[config.mk]
export PLATFORM = sky130hd
export DESIGN_NAME = fifo_bus_param
export DESIGN_NICKNAME = d
export VERILOG_FILES = /design/src/rtl/fifo_bus_param.sv
export SDC_FILE = /design/constraint.sdc
export NUM_CORES = 1
export LEC_CHECK = 0
export CAP_MARGIN = 20
export CORE_MARGIN = 2
export CORE_UTILIZATION = 60
export CTS_CLUSTER_SIZE = 16
export DETAILED_ROUTE_END_ITERATION = 6
export HOLD_SLACK_MARGIN = 0.08
export PLACE_DENSITY = 0.79
export SKIP_CTS_REPAIR_TIMING = 1
export SLEW_MARGIN = 5
export SYNTH_ARGS = -nofsm -noshare
export SYNTH_HDL_FRONTEND = slang
export SYNTH_SLANG_ARGS = --single-unit
[constraint.sdc]
create_clock -name clk -period 3.9 [get_ports clk]
set_clock_uncertainty 0.2 [all_clocks]
set_input_delay 0.39 -clock clk [delete_from_list [all_inputs] [get_ports clk]]
set_output_delay 0.39 -clock clk [all_outputs]
set_load 0.1 [all_outputs]
[src/rtl/fifo_bus_param.sv]
// Single-clock synchronous FIFO with registered read port and occupancy flags.
// Define FIFO_BUS_ERR_FLAGS_EN to enable sticky overflow/underflow flags.
module fifo_bus_param #(
   parameter int DATA_LEN  = 16,
   parameter int DEPTH     = 16,
   parameter int ADDR_LEN  = $clog2(DEPTH),
   parameter int AF_MARGIN = 4
) (
   input  logic                clk,
   input  logic                rst,
   input  logic [DATA_LEN-1:0] wr_data,
   input  logic                wr_en,
   input  logic                rd_en,
   output logic [DATA_LEN-1:0] rd_data,
   output logic                rd_valid,
   output logic                full,
   output logic                almost_full,
   output logic                empty,
   output logic [ADDR_LEN:0]   count,
   output logic                overflow,
   output logic                underflow
);

   localparam logic [ADDR_LEN:0] FULL_LVL = (ADDR_LEN+1)'(DEPTH);
   localparam logic [ADDR_LEN:0] AF_LVL   = (ADDR_LEN+1)'(DEPTH - AF_MARGIN);

   logic [DATA_LEN-1:0] mem [DEPTH];
   logic [ADDR_LEN-1:0] wr_ptr;
   logic [ADDR_LEN-1:0] rd_ptr;
   logic                wr_ok;
   logic                rd_ok;

   // Flags come straight off the registered count: no extra latency.
   assign full        = (count == FULL_LVL);
   assign almost_full = (count >= AF_LVL);
   assign empty       = (count == '0);

   assign wr_ok = wr_en && !full;
   assign rd_ok = rd_en && !empty;

   always_ff @(posedge clk) begin
      if (wr_ok && !rst)
         mem[wr_ptr] <= wr_data;
   end

   always_ff @(posedge clk) begin
      if (rst) begin
         wr_ptr   <= '0;
         rd_ptr   <= '0;
         count    <= '0;
         rd_data  <= '0;
         rd_valid <= 1'b0;
      end else begin
         rd_valid <= rd_ok;
         if (wr_ok)
            wr_ptr <= wr_ptr + 1'b1;
         if (rd_ok) begin
            rd_data <= mem[rd_ptr];
            rd_ptr  <= rd_ptr + 1'b1;
         end
         unique case ({wr_ok, rd_ok})
            2'b10:   count <= count + 1'b1;
            2'b01:   count <= count - 1'b1;
            default: count <= count;
         endcase
      end
   end

`ifdef FIFO_BUS_ERR_FLAGS_EN
   always_ff @(posedge clk) begin
      if (rst) begin
         overflow  <= 1'b0;
         underflow <= 1'b0;
      end else begin
         if (wr_en && full)
            overflow <= 1'b1;
         if (rd_en && empty)
            underflow <= 1'b1;
      end
   end
`else
   assign overflow  = 1'b0;
   assign underflow = 1'b0;
`endif

endmodule

==> results.sh, run 1 <==
export IMPL_max_cap_viol_count=0
export IMPL_n_antenna_cell=0
export IMPL_avgSynthCellArea_um2=16.8
export IMPL_slew_violations=0
export IMPL_vdd_drop_max_mv=0.570
export IMPL_setup_viol=0
export IMPL_ctsHtreeMaxLevel=1
export IMPL_clk_latency_ps=530
export IMPL_nFillCells=1214
export IMPL_portBuffers=44
export IMPL_hp_class="in2reg"
export IMPL_leakagePower_nw=3.92
export IMPL_grtUsageTotal_pct=23.6
export IMPL_setup_tns_ps=0
export IMPL_whs_ps=283
export IMPL_status="completed"
export IMPL_rsz0062_at_grt="no"
export IMPL_path_max_fanout=9
export IMPL_yosys_area_top_type="edfxtp_1"
export IMPL_cp_required_ps=4120
export IMPL_ctsRootBufferMaster="clkbuf_16"
export IMPL_crit_path_end_kind="register"
export IMPL_synth_most_common_cell="edfxtp_1"
export IMPL_die_h_um=141
export IMPL_gp_congestion=0.800
export IMPL_multiInputGateArea_um2=2670
export IMPL_cp_slowest_cell="nor4_1"
export IMPL_vias_per_cell=6.19
export IMPL_seq_area_frac_synth_pct=73.9
export IMPL_path_class="reg2reg"
export IMPL_dp_hpwl_um=13800
export IMPL_powerDensity_nw_per_um2=647
export IMPL_fmax_mhz=310
export IMPL_cp_arrival_ps=3450
export IMPL_syn_area_um2=11200
export IMPL_first_pass_iters=5
export IMPL_remaining_drc_errors=0
export IMPL_path_cells="nor4_1 > a21boi_2 > inv_1 > ha_1 > inv_1 > fa_1 > nor2b_1 > o21ai_1 > nand3_1 > or3b_1 > mux2_1"
export IMPL_clk_pin_slew_worst_paths_ps=60
export IMPL_vias=6076
export IMPL_drive_gt1_share_pct=11.4
export IMPL_cp_slowest_stage_delay_ps=480
export IMPL_ys_types=37
export IMPL_async_reset_ff_share_pct=0
export IMPL_wl_per_cell_um=23.6
export IMPL_cp_top_family="simple AND/OR/NAND/NOR gates"
export IMPL_grt_pass1_vias=6047
export IMPL_seqCellArea_um2=8290
export IMPL_grt_pass1_wl_um=35000
export IMPL_synth_edff_count=256
export IMPL_synth_yosys_warnings=0
export IMPL_grt_max_degree=42
export IMPL_worstSetupStartpointType="register"
export IMPL_fin_crit_ps=3230
export IMPL_crit_top_cell="inv_1"
export IMPL_synthTopCellsByArea="edfxtp_1, mux2i_1, dfxtp_1"
export IMPL_critPathBufInv=2
export IMPL_die_w_um=141
export IMPL_cts_tree="done"
export IMPL_finalCritPeriodShare_pct=82.8
export IMPL_worstMarginPinSlew_ps=1000
export IMPL_clock_path_buffers=3
export IMPL_clock_sinks=286
export IMPL_ant_nets=0
export IMPL_final_hold_viol_count=0
export IMPL_antenna_found_initial=0
export IMPL_wl_um=23100
export IMPL_area_delta_synth_final_pct=13.8
export IMPL_pin_count=47
export IMPL_ys_seq_elements=286
export IMPL_drt_iter0_drc=508
export IMPL_start_util_pct=60.6
export IMPL_rows=50
export IMPL_max_slew_margin_rel_pct=32.8
export IMPL_grt_overflow=0
export IMPL_die_area_um2=19800
export IMPL_synthFlopType="edfxtp_1"
export IMPL_layout_nets=758
export IMPL_ys_top_cells_by_count="edfxtp_1, mux2i_1, o22ai_1"
export IMPL_numCtsBuffers=27
export IMPL_coreArea_um2=18500
export IMPL_yosysTopAreaCellShare_pct=68.5
export IMPL_syn_inst=669
per-layer routing:
metal | GRT usage (%) | wire length, µm
met1 | 31.5 | 9290
met2 | 40.6 | 11700
met3 | 3.84 | 1640
met4 | 7.21 | 495
met5 | 0 | 0
through the flow:
stage	utilization [%]	area, µm²	std cells	setup slack [ps]	power, mW
3_5_place_dp	64.3	11900	933	646	5.80
4_1_cts	69.0	12800	982	673	8.31
6_report	69.0	12800	982	672	8.26
5_1_grt	69.0	12800	982	495	8.53
2_1_floorplan	-	11200	670	276	5.33
3_3_place_gp	64.3	11900	933	695	5.76
cell families (layout without fill, tap and decap cells):
kind of cell	Yosys count	after routing	share of synthesized area, %
AO/OA/AOI/OAI	91	91	6.04
multiplexers	130	130	11.6
flip-flops	286	286	73.9
AND/OR/NAND/NOR	96	96	4.23
other	1	2	0.0334
adder cells (fa/ha/maj)	10	10	1.18
buffers and inverters	47	125	2.43
XOR/XNOR	8	8	0.624
placed cells by master, fill, tap and decap left out, drive strengths merged:
master,n
mux2i,129
or3,2
mux2,1
clkinv,7
nor3,1
nor2b,3
nand2,9
dfxtp,30
bufinv,2
nor4,17
buf,27
a21boi,1
a211oi,16
o21ai,2
nand4,2
nor2,50
edfxtp,256
or3b,4
a21oi,6
nand3b,4
and2,1
conb,2
a21o,2
xor2,5
o22ai,64
clkbuf,39
xnor2,3
ha,9
inv,9
or4,1
nand3,2
fa,1
clkdlybuf4s50,41
report_power, final:
group	internal (mW)	switching [mW]	total [mW]
sequential	3.49	0.120	3.61
clock	1.48	1.04	2.52
combinational	0.553	1.58	2.13
path summary, 6_finish.rpt:
kind | start | endpoint | slack (ps) | depth (start not counted)
setup / recovery | count[0]$_SDFFE_PP0P_ | count[4]$_SDFFE_PP0P_ | 670 | 11
hold / removal | rst | wr_ptr[3]$_SDFFE_PP0P_ | 280 | 2
setup reg to reg | count[0]$_SDFFE_PP0P_ | count[4]$_SDFFE_PP0P_ | 670 | 11
hold reg to reg | rd_data[6]$_SDFFE_PP0P_ | rd_data[6]$_SDFFE_PP0P_ | 340 | 2
layout make-up:
class | count | area share [%]
multi-input combinational | 337 | 20.9
sequential | 286 | 64.9
tap | 234 | 2.29
inverter | 8 | 0.235
clock buffer | 39 | 5.96
timing repair buffer | 68 | 4.98
clock inverter | 10 | 0.754
sequential cells by signal, indices dropped and copies added, names as in the netlist:
register  flops
rd_data      16
rd_valid      1
mem         256
wr_ptr        4
count         5
rd_ptr        4
Note: power is estimated with default switching activity, not from simulation.
==> run 2: changes to the inputs <==
Clock period 3.9 ns to 3.31 ns, I/O delays scaled along.
==> results.sh, run 2 (same netlist as run 1, synthesis figures left out) <==
export IMPL_grtUsageTotal_pct=24.8
export IMPL_vias_per_cell=6.24
export IMPL_finalCritPeriodShare_pct=95.3
export IMPL_remaining_drc_errors=0
export IMPL_crit_path_end_kind="register"
export IMPL_gp_congestion=0.843
export IMPL_grt_pass1_vias=6206
export IMPL_start_util_pct=60.6
export IMPL_clock_path_buffers=3
export IMPL_swShare_pct=33.3
export IMPL_n_antenna_cell=0
export IMPL_slew_violations=0
export IMPL_wl_per_cell_um=24.2
export IMPL_setup_viol=0
export IMPL_first_pass_iters=5
export IMPL_setup_tns_ps=0
export IMPL_regMostFlops="mem"
export IMPL_vdd_drop_max_mv=0.652
export IMPL_grt_max_degree=45
export IMPL_clk_pin_slew_worst_paths_ps=60
export IMPL_ctsRootBufferMaster="clkbuf_16"
export IMPL_max_slew_margin_rel_pct=32.9
export IMPL_hold_path_depth=3
export IMPL_top_regs="mem: 256 flops, rd_data: 16 flops, count: 5 flops"
export IMPL_rsz0062_at_grt="no"
export IMPL_path_max_fanout=6
export IMPL_nFillCells=1142
export IMPL_pwr_share_comb_pct=25.6
export IMPL_power_frac_clock_pct=31.6
export IMPL_worstMarginPinSlew_ps=1000
export IMPL_layout_nets=765
export IMPL_portBuffers=44
export IMPL_die_h_um=141
export IMPL_status="completed"
export IMPL_reg2reg_slack_ps=160
export IMPL_p_int_mw=6.67
export IMPL_fmax_mhz=317
export IMPL_path_class="reg2reg"
export IMPL_seq_power_share_pct=42.7
export IMPL_clock_sinks=286
export IMPL_antenna_found_initial=0
export IMPL_wl_um=24000
export IMPL_fin_crit_ps=3150
export IMPL_drt_iter0_drc=554
export IMPL_numCtsBuffers=28
export IMPL_max_cap_viol_count=0
export IMPL_ctsHtreeMaxLevel=1
export IMPL_worstSetupStartpointType="register"
export IMPL_cts_tree="done"
export IMPL_die_area_um2=19800
export IMPL_hp_class="in2reg"
export IMPL_dp_hpwl_um=14500
export IMPL_largest_reg_flops=256
export IMPL_drive_gt1_share_pct=14.7
export IMPL_grt_overflow=0
export IMPL_final_hold_viol_count=0
export IMPL_leakagePower_nw=3.99
export IMPL_grt_pass1_wl_um=36700
export IMPL_p_sw_mw=3.33
export IMPL_ant_nets=0
export IMPL_fin_util_pct=70.0
export IMPL_final_cell_mix="edfxtp_1, mux2i_1, o22ai_1"
export IMPL_rows=50
export IMPL_powerDensity_nw_per_um2=772
export IMPL_cp_required_ps=3530
export IMPL_coreArea_um2=18500
export IMPL_area_delta_synth_final_pct=15.4
export IMPL_die_w_um=141
export IMPL_clk_latency_ps=530
export IMPL_worstRegToRegCells=10
export IMPL_cp_arrival_ps=3370
export IMPL_pin_count=47
export IMPL_layout_commonest_cell="edfxtp_1"
export IMPL_vias=6180
## run 2: cell types whose count changed in the layout (fill, tap and decap cells not counted), sizes merged
cell	change
clkinv	+2
clkbuf	-2
dlygate4sd3	+1
buf	+7
bufinv	+1
inv	-1
clkdlybuf4s50	-2
clkinvlp	+3
## run 2: worst max-delay path, cell delays in order (launching register included)
cell and delay (ps):
dfxtp_4 360, or4_4 560, o21ai_4 170, inv_2 60, ha_1 240, ha_1 330
nor2b_1 160, o21ai_1 180, a21oi_1 100, or3b_1 370, mux2_1 320
## run 2: routing by layer
layer  GRT usage (%)  up-vias  wire (µm)
li1                -     2761          -
met5               0        -          0
met4            7.95        0        658
met3            5.06       41       1810
met1            33.2     3110       9390
met2            41.3      268      12200
## run 2: power by group through the flow
| stage | clock (mW) | combinational, mW | sequential, mW |
|---|---|---|---|
| after floorplan | 0 | 1.08 | 5.22 |
| after global placement | 0 | 2.48 | 4.32 |
| after detailed placement | 0 | 2.53 | 4.34 |
| after CTS | 3.19 | 2.55 | 4.27 |
| after global routing | 3.34 | 2.68 | 4.29 |
| final | 3.17 | 2.56 | 4.27 |
## run 2: final cells by class
class	instances	area, µm²	share of cell area (%)
inverters	8	30.0	0.232
multi-input cells	337	2680	20.7
clock inverters	15	158	1.22
well taps	234	293	2.26
clock buffers	37	776	5.99
repair buffers	74	716	5.52
flip-flops and latches	286	8300	64.1
## run 2: path summary, 6_finish.rpt
path                                               from                      end
worst max-delay path              count[0]$_SDFFE_PP0P_    count[4]$_SDFFE_PP0P_
worst min-delay path                              rd_en      rd_valid$_SDFF_PP0_
worst max register to register    count[0]$_SDFFE_PP0P_    count[4]$_SDFFE_PP0P_
worst min register to register  rd_data[5]$_SDFFE_PP0P_  rd_data[5]$_SDFFE_PP0P_
## run 2: per-stage QoR
stage | instances | instance area [µm²] | setup slack, ps | hold slack (ps) | total power, mW
global placement | 938 | 12000 | 304 | 315 | 6.79
detailed placement | 938 | 12000 | 220 | 325 | 6.87
global route | 991 | 13000 | 81.7 | 271 | 10.3
CTS | 990 | 12900 | 204 | -181 | 10.0
floorplan | 670 | 11200 | 8.73 | 230 | 6.29
finish | 991 | 13000 | 156 | 257 | 10.0
